===== src/rtl/dbus_uncached_responder_if.sv =====
// Signal bundle between the CPU uncached data port, the responder and the
// uncached bus bridge beat channel.
interface dbus_uncached_responder_if;
   logic        uncached_read;
   logic        uncached_write;
   logic [31:0] address;
   logic [7:0]  byteenable;
   logic [63:0] wrdata;
   logic        uncached_stall;
   logic [63:0] uncached_rddata;
   logic        req_valid;
   logic        req_ready;
   logic        req_we;
   logic [31:0] req_addr;
   logic [3:0]  req_wstrb;
   logic [31:0] req_wdata;
   logic        resp_valid;
   logic [31:0] resp_rdata;

   modport slave (
      input  uncached_read, uncached_write, address, byteenable, wrdata,
      input  req_ready, resp_valid, resp_rdata,
      output uncached_stall, uncached_rddata,
      output req_valid, req_we, req_addr, req_wstrb, req_wdata
   );

   modport master (
      output uncached_read, uncached_write, address, byteenable, wrdata,
      output req_ready, resp_valid, resp_rdata,
      input  uncached_stall, uncached_rddata,
      input  req_valid, req_we, req_addr, req_wstrb, req_wdata
   );
endinterface


===== src/rtl/dbus_uncached_responder.sv =====
// Uncached data-bus responder: turns one 64-bit CPU access into at most two
// 32-bit beats on a valid/ready channel and assembles the read result.
module dbus_uncached_responder #(
   parameter bit          SKIP_ZERO_STROBE = 1'b1,
   parameter logic [63:0] RESET_RDATA      = 64'h0
) (
   input logic                      clk,
   input logic                      rst_n,
   dbus_uncached_responder_if.slave bus
);

   typedef enum logic [2:0] {
      IDLE = 3'd0,
      REQ0 = 3'd1,
      RSP0 = 3'd2,
      REQ1 = 3'd3,
      RSP1 = 3'd4,
      DONE = 3'd5
   } state_t;

   state_t      state_r, state_s;
   logic [28:0] addr_r, addr_s;
   logic [7:0]  be_r, be_s;
   logic [63:0] wdata_r, wdata_s;
   logic        we_r, we_s;
   logic [31:0] lo_r, lo_s;
   logic [31:0] hi_r, hi_s;
   logic [63:0] rddata_r, rddata_s;
   logic        req_valid_r, req_valid_s;
   logic        req_we_r, req_we_s;
   logic [31:0] req_addr_r, req_addr_s;
   logic [3:0]  req_wstrb_r, req_wstrb_s;
   logic [31:0] req_wdata_r, req_wdata_s;
   logic        stall_s;
   logic        start_s;
   logic        unused_addr_s;

   // A half is issued when it has a lane enabled, or always when skipping is off.
   function automatic logic strobe_active(input logic [3:0] strb);
      return (strb != 4'h0) || (SKIP_ZERO_STROBE == 1'b0);
   endfunction

   // Next-state decode, stall and per-beat read-data capture.
   always_comb begin
      state_s = state_r;
      stall_s = 1'b0;
      start_s = 1'b0;
      lo_s    = lo_r;
      hi_s    = hi_r;
      case (state_r)
         IDLE: begin
            if (bus.uncached_read || bus.uncached_write) begin
               stall_s = 1'b1;
               start_s = 1'b1;
               lo_s    = 32'h0;
               hi_s    = 32'h0;
               if (strobe_active(bus.byteenable[3:0])) begin
                  state_s = REQ0;
               end else if (strobe_active(bus.byteenable[7:4])) begin
                  state_s = REQ1;
               end else begin
                  state_s = DONE;
               end
            end else begin
               state_s = IDLE;
            end
         end
         REQ0: begin
            stall_s = 1'b1;
            if (bus.req_ready) begin
               state_s = RSP0;
            end else begin
               state_s = REQ0;
            end
         end
         RSP0: begin
            stall_s = 1'b1;
            if (bus.resp_valid) begin
               if (!we_r) begin
                  lo_s = bus.resp_rdata;
               end else begin
                  lo_s = lo_r;
               end
               if (strobe_active(be_r[7:4])) begin
                  state_s = REQ1;
               end else begin
                  state_s = DONE;
               end
            end else begin
               state_s = RSP0;
            end
         end
         REQ1: begin
            stall_s = 1'b1;
            if (bus.req_ready) begin
               state_s = RSP1;
            end else begin
               state_s = REQ1;
            end
         end
         RSP1: begin
            stall_s = 1'b1;
            if (bus.resp_valid) begin
               if (!we_r) begin
                  hi_s = bus.resp_rdata;
               end else begin
                  hi_s = hi_r;
               end
               state_s = DONE;
            end else begin
               state_s = RSP1;
            end
         end
         DONE: begin
            state_s = IDLE;
         end
         default: begin
            state_s = IDLE;
         end
      endcase
   end

   // Access operands: taken straight from the CPU in the accept cycle, held afterwards.
   always_comb begin
      if (start_s) begin
         addr_s  = bus.address[31:3];
         be_s    = bus.byteenable;
         wdata_s = bus.wrdata;
         we_s    = bus.uncached_write;
      end else begin
         addr_s  = addr_r;
         be_s    = be_r;
         wdata_s = wdata_r;
         we_s    = we_r;
      end
   end

   // Beat fields load once on entry to a request state so they stay put while stalled.
   always_comb begin
      req_valid_s = (state_s == REQ0) || (state_s == REQ1);
      req_we_s    = req_we_r;
      req_addr_s  = req_addr_r;
      req_wstrb_s = req_wstrb_r;
      req_wdata_s = req_wdata_r;
      rddata_s    = rddata_r;
      if ((state_s == REQ0) && (state_r != REQ0)) begin
         req_we_s    = we_s;
         req_addr_s  = {addr_s, 3'b000};
         req_wstrb_s = be_s[3:0];
         req_wdata_s = wdata_s[31:0];
      end else if ((state_s == REQ1) && (state_r != REQ1)) begin
         req_we_s    = we_s;
         req_addr_s  = {addr_s, 3'b100};
         req_wstrb_s = be_s[7:4];
         req_wdata_s = wdata_s[63:32];
      end else begin
         req_we_s    = req_we_r;
         req_addr_s  = req_addr_r;
         req_wstrb_s = req_wstrb_r;
         req_wdata_s = req_wdata_r;
      end
      // Unfetched halves were cleared at accept time, so they read back as zero.
      if ((state_s == DONE) && !we_s) begin
         rddata_s = {hi_s, lo_s};
      end else begin
         rddata_s = rddata_r;
      end
   end

   // State and datapath registers with synchronous active-low reset.
   always_ff @(posedge clk) begin
      if (!rst_n) begin
         state_r     <= IDLE;
         addr_r      <= 29'h0;
         be_r        <= 8'h0;
         wdata_r     <= 64'h0;
         we_r        <= 1'b0;
         lo_r        <= 32'h0;
         hi_r        <= 32'h0;
         rddata_r    <= RESET_RDATA;
         req_valid_r <= 1'b0;
         req_we_r    <= 1'b0;
         req_addr_r  <= 32'h0;
         req_wstrb_r <= 4'h0;
         req_wdata_r <= 32'h0;
      end else begin
         state_r     <= state_s;
         addr_r      <= addr_s;
         be_r        <= be_s;
         wdata_r     <= wdata_s;
         we_r        <= we_s;
         lo_r        <= lo_s;
         hi_r        <= hi_s;
         rddata_r    <= rddata_s;
         req_valid_r <= req_valid_s;
         req_we_r    <= req_we_s;
         req_addr_r  <= req_addr_s;
         req_wstrb_r <= req_wstrb_s;
         req_wdata_r <= req_wdata_s;
      end
   end

   assign unused_addr_s       = ^bus.address[2:0];
   assign bus.uncached_stall  = stall_s;
   assign bus.uncached_rddata = rddata_r;
   assign bus.req_valid       = req_valid_r;
   assign bus.req_we          = req_we_r;
   assign bus.req_addr        = req_addr_r;
   assign bus.req_wstrb       = req_wstrb_r;
   assign bus.req_wdata       = req_wdata_r;

endmodule


===== src/flat_wrapper.sv =====
// flat-port wrapper written by rule: the top's interface ports become plain ports
module dbus_uncached_responder_flat 
#(
   parameter bit          SKIP_ZERO_STROBE = 1'b1,
   parameter logic [63:0] RESET_RDATA      = 64'h0
)
  (clk, rst_n, bus_uncached_read, bus_uncached_write, bus_address, bus_byteenable, bus_wrdata, bus_req_ready, bus_resp_valid, bus_resp_rdata, bus_uncached_stall, bus_uncached_rddata, bus_req_valid, bus_req_we, bus_req_addr, bus_req_wstrb, bus_req_wdata);
  dbus_uncached_responder_if bus_i ();
  input logic clk;
  input logic rst_n;
  input wire logic [$bits(bus_i.uncached_read)-1:0] bus_uncached_read;
  input wire logic [$bits(bus_i.uncached_write)-1:0] bus_uncached_write;
  input wire logic [$bits(bus_i.address)-1:0] bus_address;
  input wire logic [$bits(bus_i.byteenable)-1:0] bus_byteenable;
  input wire logic [$bits(bus_i.wrdata)-1:0] bus_wrdata;
  input wire logic [$bits(bus_i.req_ready)-1:0] bus_req_ready;
  input wire logic [$bits(bus_i.resp_valid)-1:0] bus_resp_valid;
  input wire logic [$bits(bus_i.resp_rdata)-1:0] bus_resp_rdata;
  output wire logic [$bits(bus_i.uncached_stall)-1:0] bus_uncached_stall;
  output wire logic [$bits(bus_i.uncached_rddata)-1:0] bus_uncached_rddata;
  output wire logic [$bits(bus_i.req_valid)-1:0] bus_req_valid;
  output wire logic [$bits(bus_i.req_we)-1:0] bus_req_we;
  output wire logic [$bits(bus_i.req_addr)-1:0] bus_req_addr;
  output wire logic [$bits(bus_i.req_wstrb)-1:0] bus_req_wstrb;
  output wire logic [$bits(bus_i.req_wdata)-1:0] bus_req_wdata;
  assign bus_i.uncached_read = bus_uncached_read;
  assign bus_i.uncached_write = bus_uncached_write;
  assign bus_i.address = bus_address;
  assign bus_i.byteenable = bus_byteenable;
  assign bus_i.wrdata = bus_wrdata;
  assign bus_i.req_ready = bus_req_ready;
  assign bus_i.resp_valid = bus_resp_valid;
  assign bus_i.resp_rdata = bus_resp_rdata;
  assign bus_uncached_stall = bus_i.uncached_stall;
  assign bus_uncached_rddata = bus_i.uncached_rddata;
  assign bus_req_valid = bus_i.req_valid;
  assign bus_req_we = bus_i.req_we;
  assign bus_req_addr = bus_i.req_addr;
  assign bus_req_wstrb = bus_i.req_wstrb;
  assign bus_req_wdata = bus_i.req_wdata;
  dbus_uncached_responder #(.SKIP_ZERO_STROBE(SKIP_ZERO_STROBE), .RESET_RDATA(RESET_RDATA)) u_core (.clk(clk), .rst_n(rst_n), .bus(bus_i));
endmodule

===== config.mk =====
export PLATFORM = sky130hd
export DESIGN_NAME = dbus_uncached_responder_flat
export DESIGN_NICKNAME = d
export VERILOG_FILES = /design/src/rtl/dbus_uncached_responder_if.sv /design/src/rtl/dbus_uncached_responder.sv /design/src/flat_wrapper.sv
export SDC_FILE = /design/constraint.sdc
export NUM_CORES = 1
export LEC_CHECK = 0
export BUFFER_PORTS_ARGS = -buffer_cell sky130_fd_sc_hd__buf_2
export CORE_MARGIN = 4
export CORE_UTILIZATION = 40
export DETAILED_ROUTE_END_ITERATION = 8
export PLACE_DENSITY = 0.68
export SYNTH_ARGS = -nofsm -noshare
export SYNTH_HDL_FRONTEND = slang
export SYNTH_SLANG_ARGS = --single-unit

===== constraint.sdc =====
create_clock -name clk -period 4.9 [get_ports clk]
set_input_delay 0.49 -clock clk [delete_from_list [all_inputs] [get_ports clk]]
set_output_delay 0.49 -clock clk [all_outputs]
set_load 0.02 [all_outputs]

==> impl_metrics.toml, run 1 <==
[critical_path]
crit_start = "u_core.state_r[2]"
crit_path_frequent_cell = "buf_4"
slowest_stage = "buf_4"
crit_path_cell_trace = "nor2_4, nand2_4, nand3_4, buf_4, buf_4, a21oi_1, a211oi_2"
max_stage_delay_ps = 820
crit-reg2reg-launch = "u_core.state_r[2]"
worstSetupStartpointType = "flop"
critPathKind = "reg -> reg"
cp_data_arrival_time_ps = 4060
crit_fanout = 82
r2r_setup_slack_ps = 1250
r2r_cells = 7
cp.required_ps = 5310
end_kind = "flop"

[run]
maxCapViolations = 0

[final_layout]
regArea_um2 = 5950
drive_above_1_share_pct = 28.5
multi_input_area_um2 = 5430
fin_nets = 1553
final_common_cell = "dfxtp_1"
stdcell_count = 1827
area_delta_synth_final_pct = 21.3
fillers = 2775
most-common-layout-cells = "dfxtp_1 (297), buf_2 (271), nor2_1 (164)"
fin_util_pct = 49.1

[min_path]
hp-start = "bus_wrdata[12]"
min_path_type = "in -> reg"
hold_depth = 3

[timing]
skew_ps = 8.65
clock.fmax_mhz = 274
hold_viol = 0
grt_setup_unrepaired = "no"
tightest_slew_ps = 1090
setup_violations = 0
slew_headroom_pct = 27.4
slew_viol_final = 0
fin_crit_ps = 3650
worst_slack_ps = 1250
fin_setup_tns_ps = 0
fin_crit_sh_pct = 74.5

[global_route]
grt_pass1_wl_um = 56200
grt_start_max_net_pins = 166
grt_overflow = 0
grt.total_usage_pct = 20.4
antenna_found_initial = 9
grt_pass1_vias = 10316

[clock_tree]
htreeDepth = 2
clock_sinks = 297
clockBufferDepth = 3
cts_tree = "built"
numCtsBuffers = 34
cts-root-buf = "clkbuf_16"
cts.reportedPaths.clkPinSlew_ps = 60
postCtsHoldBufs = 0
cts_setup_buffers = 0
ctsResizeCount = 0
insertion_delay_ps = 500

[detailed_routing]
drtPass1Iterations = 5
finalWirelength_um = 35500
drc_errors = 0
antenna_left = 0
wl_per_cell_um = 19.4
vias = 10603
drt-vias-per-instance = 5.80
drt-initial-drc-count = 770

[pwr]
vdd_drop_max_v = 0.000334
clkPwrFrac_pct = 34.8
switching_share_pct = 32.7
total_power_mw = 7.30
netSwitchingPower_mw = 2.39
power_frac_comb_pct = 26.4
pwr-share-seq_pct = 38.8
p_leak_nw = 5.93
internal-power_mw = 4.92
power_density_nw_per_um2 = 502

[place]
portBuffers = 271
dp_slack_ps = 1350
place_congestion = 0.797
dp_hpwl_um = 21500
place_inst = 1765

[floorplanning]
io_pins = 277
rows = 63
die_h_um = 181
design.die.area_um2 = 32800
coreArea_um2 = 29600
start_util_pct = 40.5
die_w_um = 181

[run_status]
status = "complete, no violations"

[logic_synthesis]
syn_area_um2 = 12000
synth.area.mux_share_pct = 5.47
yosysUniqueCellTypes = 49
synth_largest_area_cell = "dfxtp_1"
yosys_most_used_dff = "dfxtp_1"
synth_compound_area_share_pct = 28.3
synth-seq-area-share_pct = 49.6
synthSimpleGateAreaFrac_pct = 10.7
ys_top_cells_by_area = "dfxtp_1 (50%), a32o_1 (5.3%), nor2_1 (5.2%)"
synth_edf_count = 0
synthAdderAreaFrac_pct = 0
synth_xor_area_share_pct = 0.146
async_reset_ff_share_pct = 0
synthCells = 1225
synth_area_per_cell_um2 = 9.79
ys_ff_latch = 297
synth_top_family_by_area = "compound AO/OA/AOI/OAI gates"
synth_top_area_share_pct = 49.6
yosys_warnings = 0
==> per-layer routing <==
metal / track usage [%] / part of all wire, % / vias to the layer above
li1: - / - / 4995
met1: 27.6 / 43 / 5150
met2: 33.2 / 48 / 388
met3: 4.39 / 7.3 / 58
met4: 5.79 / 1.9 / 12
met5: 0 / 0.21 / -
==> critical path, delay by kind of cell (launching register included) <==
family,cells,cell delay [ps]
and+or+nand+nor,3,1180
AOI/OAI and AO/OA,2,470
buffers and inverters,2,1320
DFF,1,460
==> cells in the mapped netlist, drive strengths merged, types with 3 or more instances <==
cell and count:
nand4 3, a21oi 97, buf 65, nor3 4, nor2 167, a22oi 65
mux2 4, a311oi 4, o31ai 36, clkbuf 80, a21boi 32, mux2i 61
and2 5, nand3 35, a32o 64, a211oi 96, a31oi 36, and3 3
nand2 10, dfxtp 297, inv 3, nor4 37
==> sequential cells by signal (all words and copies together) (netlist names) <==
register,count
u_core.state_r,3
u_core.be_r,4
u_core.bus.req_wdata,32
u_core.we_r,1
u_core.addr_r,29
u_core.wdata_r,64
u_core.bus.req_addr,30
u_core.bus.req_valid,1
u_core.hi_r,32
u_core.lo_r,32
u_core.bus.req_we,1
u_core.bus.uncached_rddata,64
u_core.bus.req_wstrb,4
==> layout make-up <==
type	instances	area share [%]
flip-flops and latches	297	40.9
multi-input cells	781	37.4
repair buffers	294	10.5
clock buffers	45	6.56
well taps	390	3.36
clock inverters	14	1.14
inverters	3	0.129
diodes	3	0.0516
==> power by group through the flow <==
stage	combinational [mW]	sequential, mW	clock [mW]
2_1_floorplan	1.16	3.07	0
3_3_place_gp	1.90	2.87	0
3_5_place_dp	1.93	2.88	0
4_1_cts	1.94	2.83	2.59
5_1_grt	2.10	2.86	2.70
6_report	1.93	2.83	2.54
==> final timing paths <==
kind                              endpoint
max          u_core.bus.uncached_rddata[5]
min                     u_core.wdata_r[12]
max reg2reg  u_core.bus.uncached_rddata[5]
min reg2reg        u_core.bus.req_wdata[0]
==> through the flow <==
stage               instance area (µm²)  hold slack (ps)
floorplan                         12000              460
finish                            14500              240
global route                      14500              236
global placement                  13400              444
detailed placement                13400              451
CTS                               14500              219
==> kinds of logic (layout without fill, tap and decap cells) <==
family,Yosys count,after routing
compound gates,439,439
buf+inv,148,356
simple gates,273,273
mux,65,65
other cells,1,5
xor+xnor,2,2
flops,297,297
Note: power is estimated with default switching activity, not from simulation.
==> run 2, diff against run 1 <==
PLACE_DENSITY = 0.71   (was 0.68)
clock period = 3.16 ns   (was 4.9 ns; I/O delays follow)
==> impl_metrics.toml, run 2 (synthesis gave the netlist of run 1 again) <==
[floorplanning]
design.die.area_um2 = 32800
io_pins = 277
die_w_um = 181
die_h_um = 181
coreArea_um2 = 29600
rows = 63
start_util_pct = 40.5

[place]
portBuffers = 271
place_congestion = 0.822
dp_hpwl_um = 22100
dp_slack_ps = 537

[global_route]
grt.total_usage_pct = 20.4
antenna_found_initial = 8
grt_overflow = 0
grt_start_max_net_pins = 141
grt_pass1_wl_um = 56600
grt_pass1_vias = 10490

[clock_tree]
numCtsBuffers = 31
insertion_delay_ps = 550
cts_setup_buffers = 0
htreeDepth = 1
clockBufferDepth = 3
cts-root-buf = "clkbuf_16"
clock_sinks = 297
cts.reportedPaths.clkPinSlew_ps = 60
cts_tree = "built"

[detailed_routing]
drc_errors = 0
drt-vias-per-instance = 5.78
finalWirelength_um = 35500
drtPass1Iterations = 5
drt-initial-drc-count = 882
vias = 10723
wl_per_cell_um = 19.2
antenna_left = 0

[critical_path]
cp.required_ps = 3650
worstSetupStartpointType = "flop"
cp_data_arrival_time_ps = 3180
end_kind = "flop"
critPathKind = "reg -> reg"
crit_fanout = 36

[pwr]
vdd_drop_max_v = 0.000476
p_leak_nw = 6.07
power_density_nw_per_um2 = 768

[final_layout]
final_common_cell = "dfxtp_1"
drive_above_1_share_pct = 28.7
most-common-layout-cells = "dfxtp_1 (297), buf_2 (271), nor2_1 (164)"
area_delta_synth_final_pct = 23.8
fin_nets = 1578

[run]
maxCapViolations = 0

[timing]
setup_violations = 0
slew_headroom_pct = 47.6
worst_slack_ps = 473
tightest_slew_ps = 786
slew_viol_final = 0
grt_setup_unrepaired = "no"
hold_viol = 0
clock.fmax_mhz = 372
skew_ps = 7.48
fin_setup_tns_ps = 0
fin_crit_sh_pct = 85.0
fin_crit_ps = 2690

[min_path]
min_path_type = "in -> reg"

[run_status]
status = "complete, no violations"
-- run 2: final timing paths --
kind                                  from                  endpoint  slack (ps)  depth (start not counted)
hold / removal              bus_address[9]          u_core.addr_r[6]          20                          3
hold reg to reg   u_core.bus.req_wdata[25]  u_core.bus.req_wdata[25]         460                          1
setup / recovery         u_core.state_r[0]  u_core.bus.req_wdata[22]         470                          7
setup reg to reg         u_core.state_r[0]  u_core.bus.req_wdata[22]         470                          7
-- run 2: where the power goes --
part           switching [mW]  internal [mW]
clock network            1.52           2.43
registers               0.195           4.19
logic                    1.96           1.11
-- run 2: timing repair --
action / CTS / global route
endpoints found under the hold margin: 18 / 0
resized for setup: 0 / 0
hold buffers: 18 / 0
-- run 2: layout make-up --
type | count | area [µm²]
Sequential cell | 297 | 5950
Clock buffer | 41 | 873
Fill cell | 2746 | 14800
Clock inverter | 17 | 253
Timing Repair Buffer | 322 | 1850
Multi-Input combinational cell | 781 | 5420
Tap cell | 390 | 488
Antenna cell | 4 | 10.0
Inverter | 3 | 18.8
-- run 2: per-stage QoR --
step	std cells	power, mW	util (%)	area (µm²)	hold slack (ps)
2_1_floorplan	1226	6.57	-	12000	457
3_3_place_gp	1775	7.44	45.7	13500	445
3_5_place_dp	1775	7.50	45.7	13500	449
4_1_cts	1851	11.5	50.1	14800	1.98
5_1_grt	1855	12.0	50.1	14900	16.5
6_report	1855	11.4	50.1	14900	19.7
-- run 2: worst max-delay path, stage by stage, from the launching register on --
cell      delay, ps
dfxtp_1         500
nor2b_2         240
buf_4           390
nand2b_2        170
and3_2          380
nor4_4          240
buf_4           430
a32o_1          240
-- run 2: metal layers --
metal  routed length (µm)  GRT usage (%)  share of wire, %
met1                15200           27.2                43
met5                   38              0              0.11
met4                  972           6.42               2.7
met2                16600           33.4                47
met3                 2690           4.25               7.6
==> run 3, diff against run 2 <==
CORE_MARGIN = default   (was 4)
==> impl_metrics.toml, run 3 (synthesis gave the netlist of run 1 again) <==
[run_status]
status = "complete, no violations"

[final_layout]
most-common-layout-cells = "dfxtp_1 (297), buf_2 (271), nor2_1 (164)"
fin_nets = 1576
regArea_um2 = 5950
drive_above_1_share_pct = 29.1
area_delta_synth_final_pct = 24.4
final_common_cell = "dfxtp_1"
multi_input_area_um2 = 5430
fillers = 2703

[global_route]
grt_pass1_wl_um = 54700
grt_overflow = 0
antenna_found_initial = 9
grt_start_max_net_pins = 101
grt_pass1_vias = 10107
grt.total_usage_pct = 21.7

[pwr]
netSwitchingPower_mw = 3.69
vdd_drop_max_v = 0.000560
internal-power_mw = 7.86
p_leak_nw = 6.08
pwr-share-seq_pct = 38.0
switching_share_pct = 32.0
total_power_mw = 11.5
clkPwrFrac_pct = 35.3
power_density_nw_per_um2 = 774
power_frac_comb_pct = 26.7

[timing]
grt_setup_unrepaired = "no"
fin_crit_sh_pct = 88.8
setup_violations = 0
hold_viol = 0
fin_crit_ps = 2800
skew_ps = 22.7
fin_setup_tns_ps = 0
clock.fmax_mhz = 357
slew_headroom_pct = 51.4
tightest_slew_ps = 727
slew_viol_final = 0

[clock_tree]
cts_setup_buffers = 0
cts.reportedPaths.clkPinSlew_ps = 60
cts_tree = "built"
insertion_delay_ps = 560
clockBufferDepth = 3
clock_sinks = 297
htreeDepth = 1
ctsResizeCount = 0
cts-root-buf = "clkbuf_16"
numCtsBuffers = 31

[min_path]
min_path_type = "in -> reg"
hp-start = "bus_wrdata[14]"

[critical_path]
cp.required_ps = 3590
critPathKind = "reg -> reg"
crit_start = "u_core.state_r[2]"
crit_path_cell_trace = "nor2_4, nand4_1, nand3_2, buf_12, nor4_1, a311o_1"
end_kind = "flop"
worstSetupStartpointType = "flop"
cp_data_arrival_time_ps = 3230
slowest_stage = "nor2_4"
crit-reg2reg-launch = "u_core.state_r[2]"
max_stage_delay_ps = 630
crit_fanout = 33

[run]
maxCapViolations = 0

[detailed_routing]
wl_per_cell_um = 18.9
vias = 10707
drt-initial-drc-count = 912
drc_errors = 0
finalWirelength_um = 35000
drtPass1Iterations = 5
antenna_left = 0
drt-vias-per-instance = 5.78

[floorplanning]
coreArea_um2 = 29600
io_pins = 277
die_h_um = 175
start_util_pct = 40.6
die_w_um = 175
design.die.area_um2 = 30700
rows = 63

[place]
dp_hpwl_um = 21700
place_congestion = 0.823
portBuffers = 271
run 3: cell count changes in the layout (fill, tap and decap cells not counted):
cell           change
dlygate4sd3_1      -6
buf_12             +3
diode_2            +1
nor2b_2            -1
nor2b_4            +1
clkbuf_8           +5
clkinv_2           -5
a31oi_2            -1
buf_4              +1
clkbuf_1           -2
clkinvlp_4         +2
inv_6              +1
a31oi_4            +1
clkinv_4           -2
run 3: path summary, 6_finish.rpt:
check	depth (start not counted)	end	slack [ps]
setup / recovery	6	u_core.bus.req_addr[2]	360
hold / removal	3	u_core.wdata_r[14]	20
hold reg to reg	1	u_core.bus.req_wdata[5]	460
setup reg to reg	6	u_core.bus.req_addr[2]	360
run 3: what timing repair did:
action,CTS,global route
endpoints found under the setup margin,0,0
endpoints found under the hold margin,12,0
hold buffers,12,0
run 3: final cells by class:
cell class	count	area share, %
Sequential cell	297	39.9
Multi-Input combinational cell	781	36.4
Timing Repair Buffer	320	12.4
Clock buffer	44	6.27
Tap cell	390	3.27
Clock inverter	13	1.57
Inverter	3	0.126
Antenna cell	5	0.0839
run 3: metrics by stage:
stage	hold WS (ps)	instance area [µm²]	utilization, %	std cells	setup WS (ps)
after floorplan	457	12000	-	1226	1070
after global placement	444	13600	46.1	1779	502
after detailed placement	449	13600	46.1	1779	454
after CTS	1.05	14900	50.4	1848	416
after global routing	13.2	14900	50.5	1852	166
final	22.5	14900	50.5	1853	355
run 3: power by group through the flow:
stage               combinational [mW]  sequential (mW)  clock [mW]
floorplan                         1.81             4.76           0
global placement                  3.00             4.45           0
detailed placement                3.04             4.47           0
CTS                               3.07             4.39        4.14
global route                      3.33             4.43        4.30
finish                            3.08             4.39        4.07
run 3: routing by layer:
metal  vias up  track usage (%)  wire length, µm
met5         -                0               32
met4         6             7.50              839
met3        58             4.42             2540
met2       407             35.5            16400
met1      5191             28.4            15200
li1       5045                -                -
run 3: worst max-delay path: cells and delay by family (launching register included):
family | cells | cell delay [ps]
buffers and inverters | 1 | 260
DFF | 1 | 470
AOI/OAI and AO/OA | 1 | 340
and+or+nand+nor | 4 | 1610
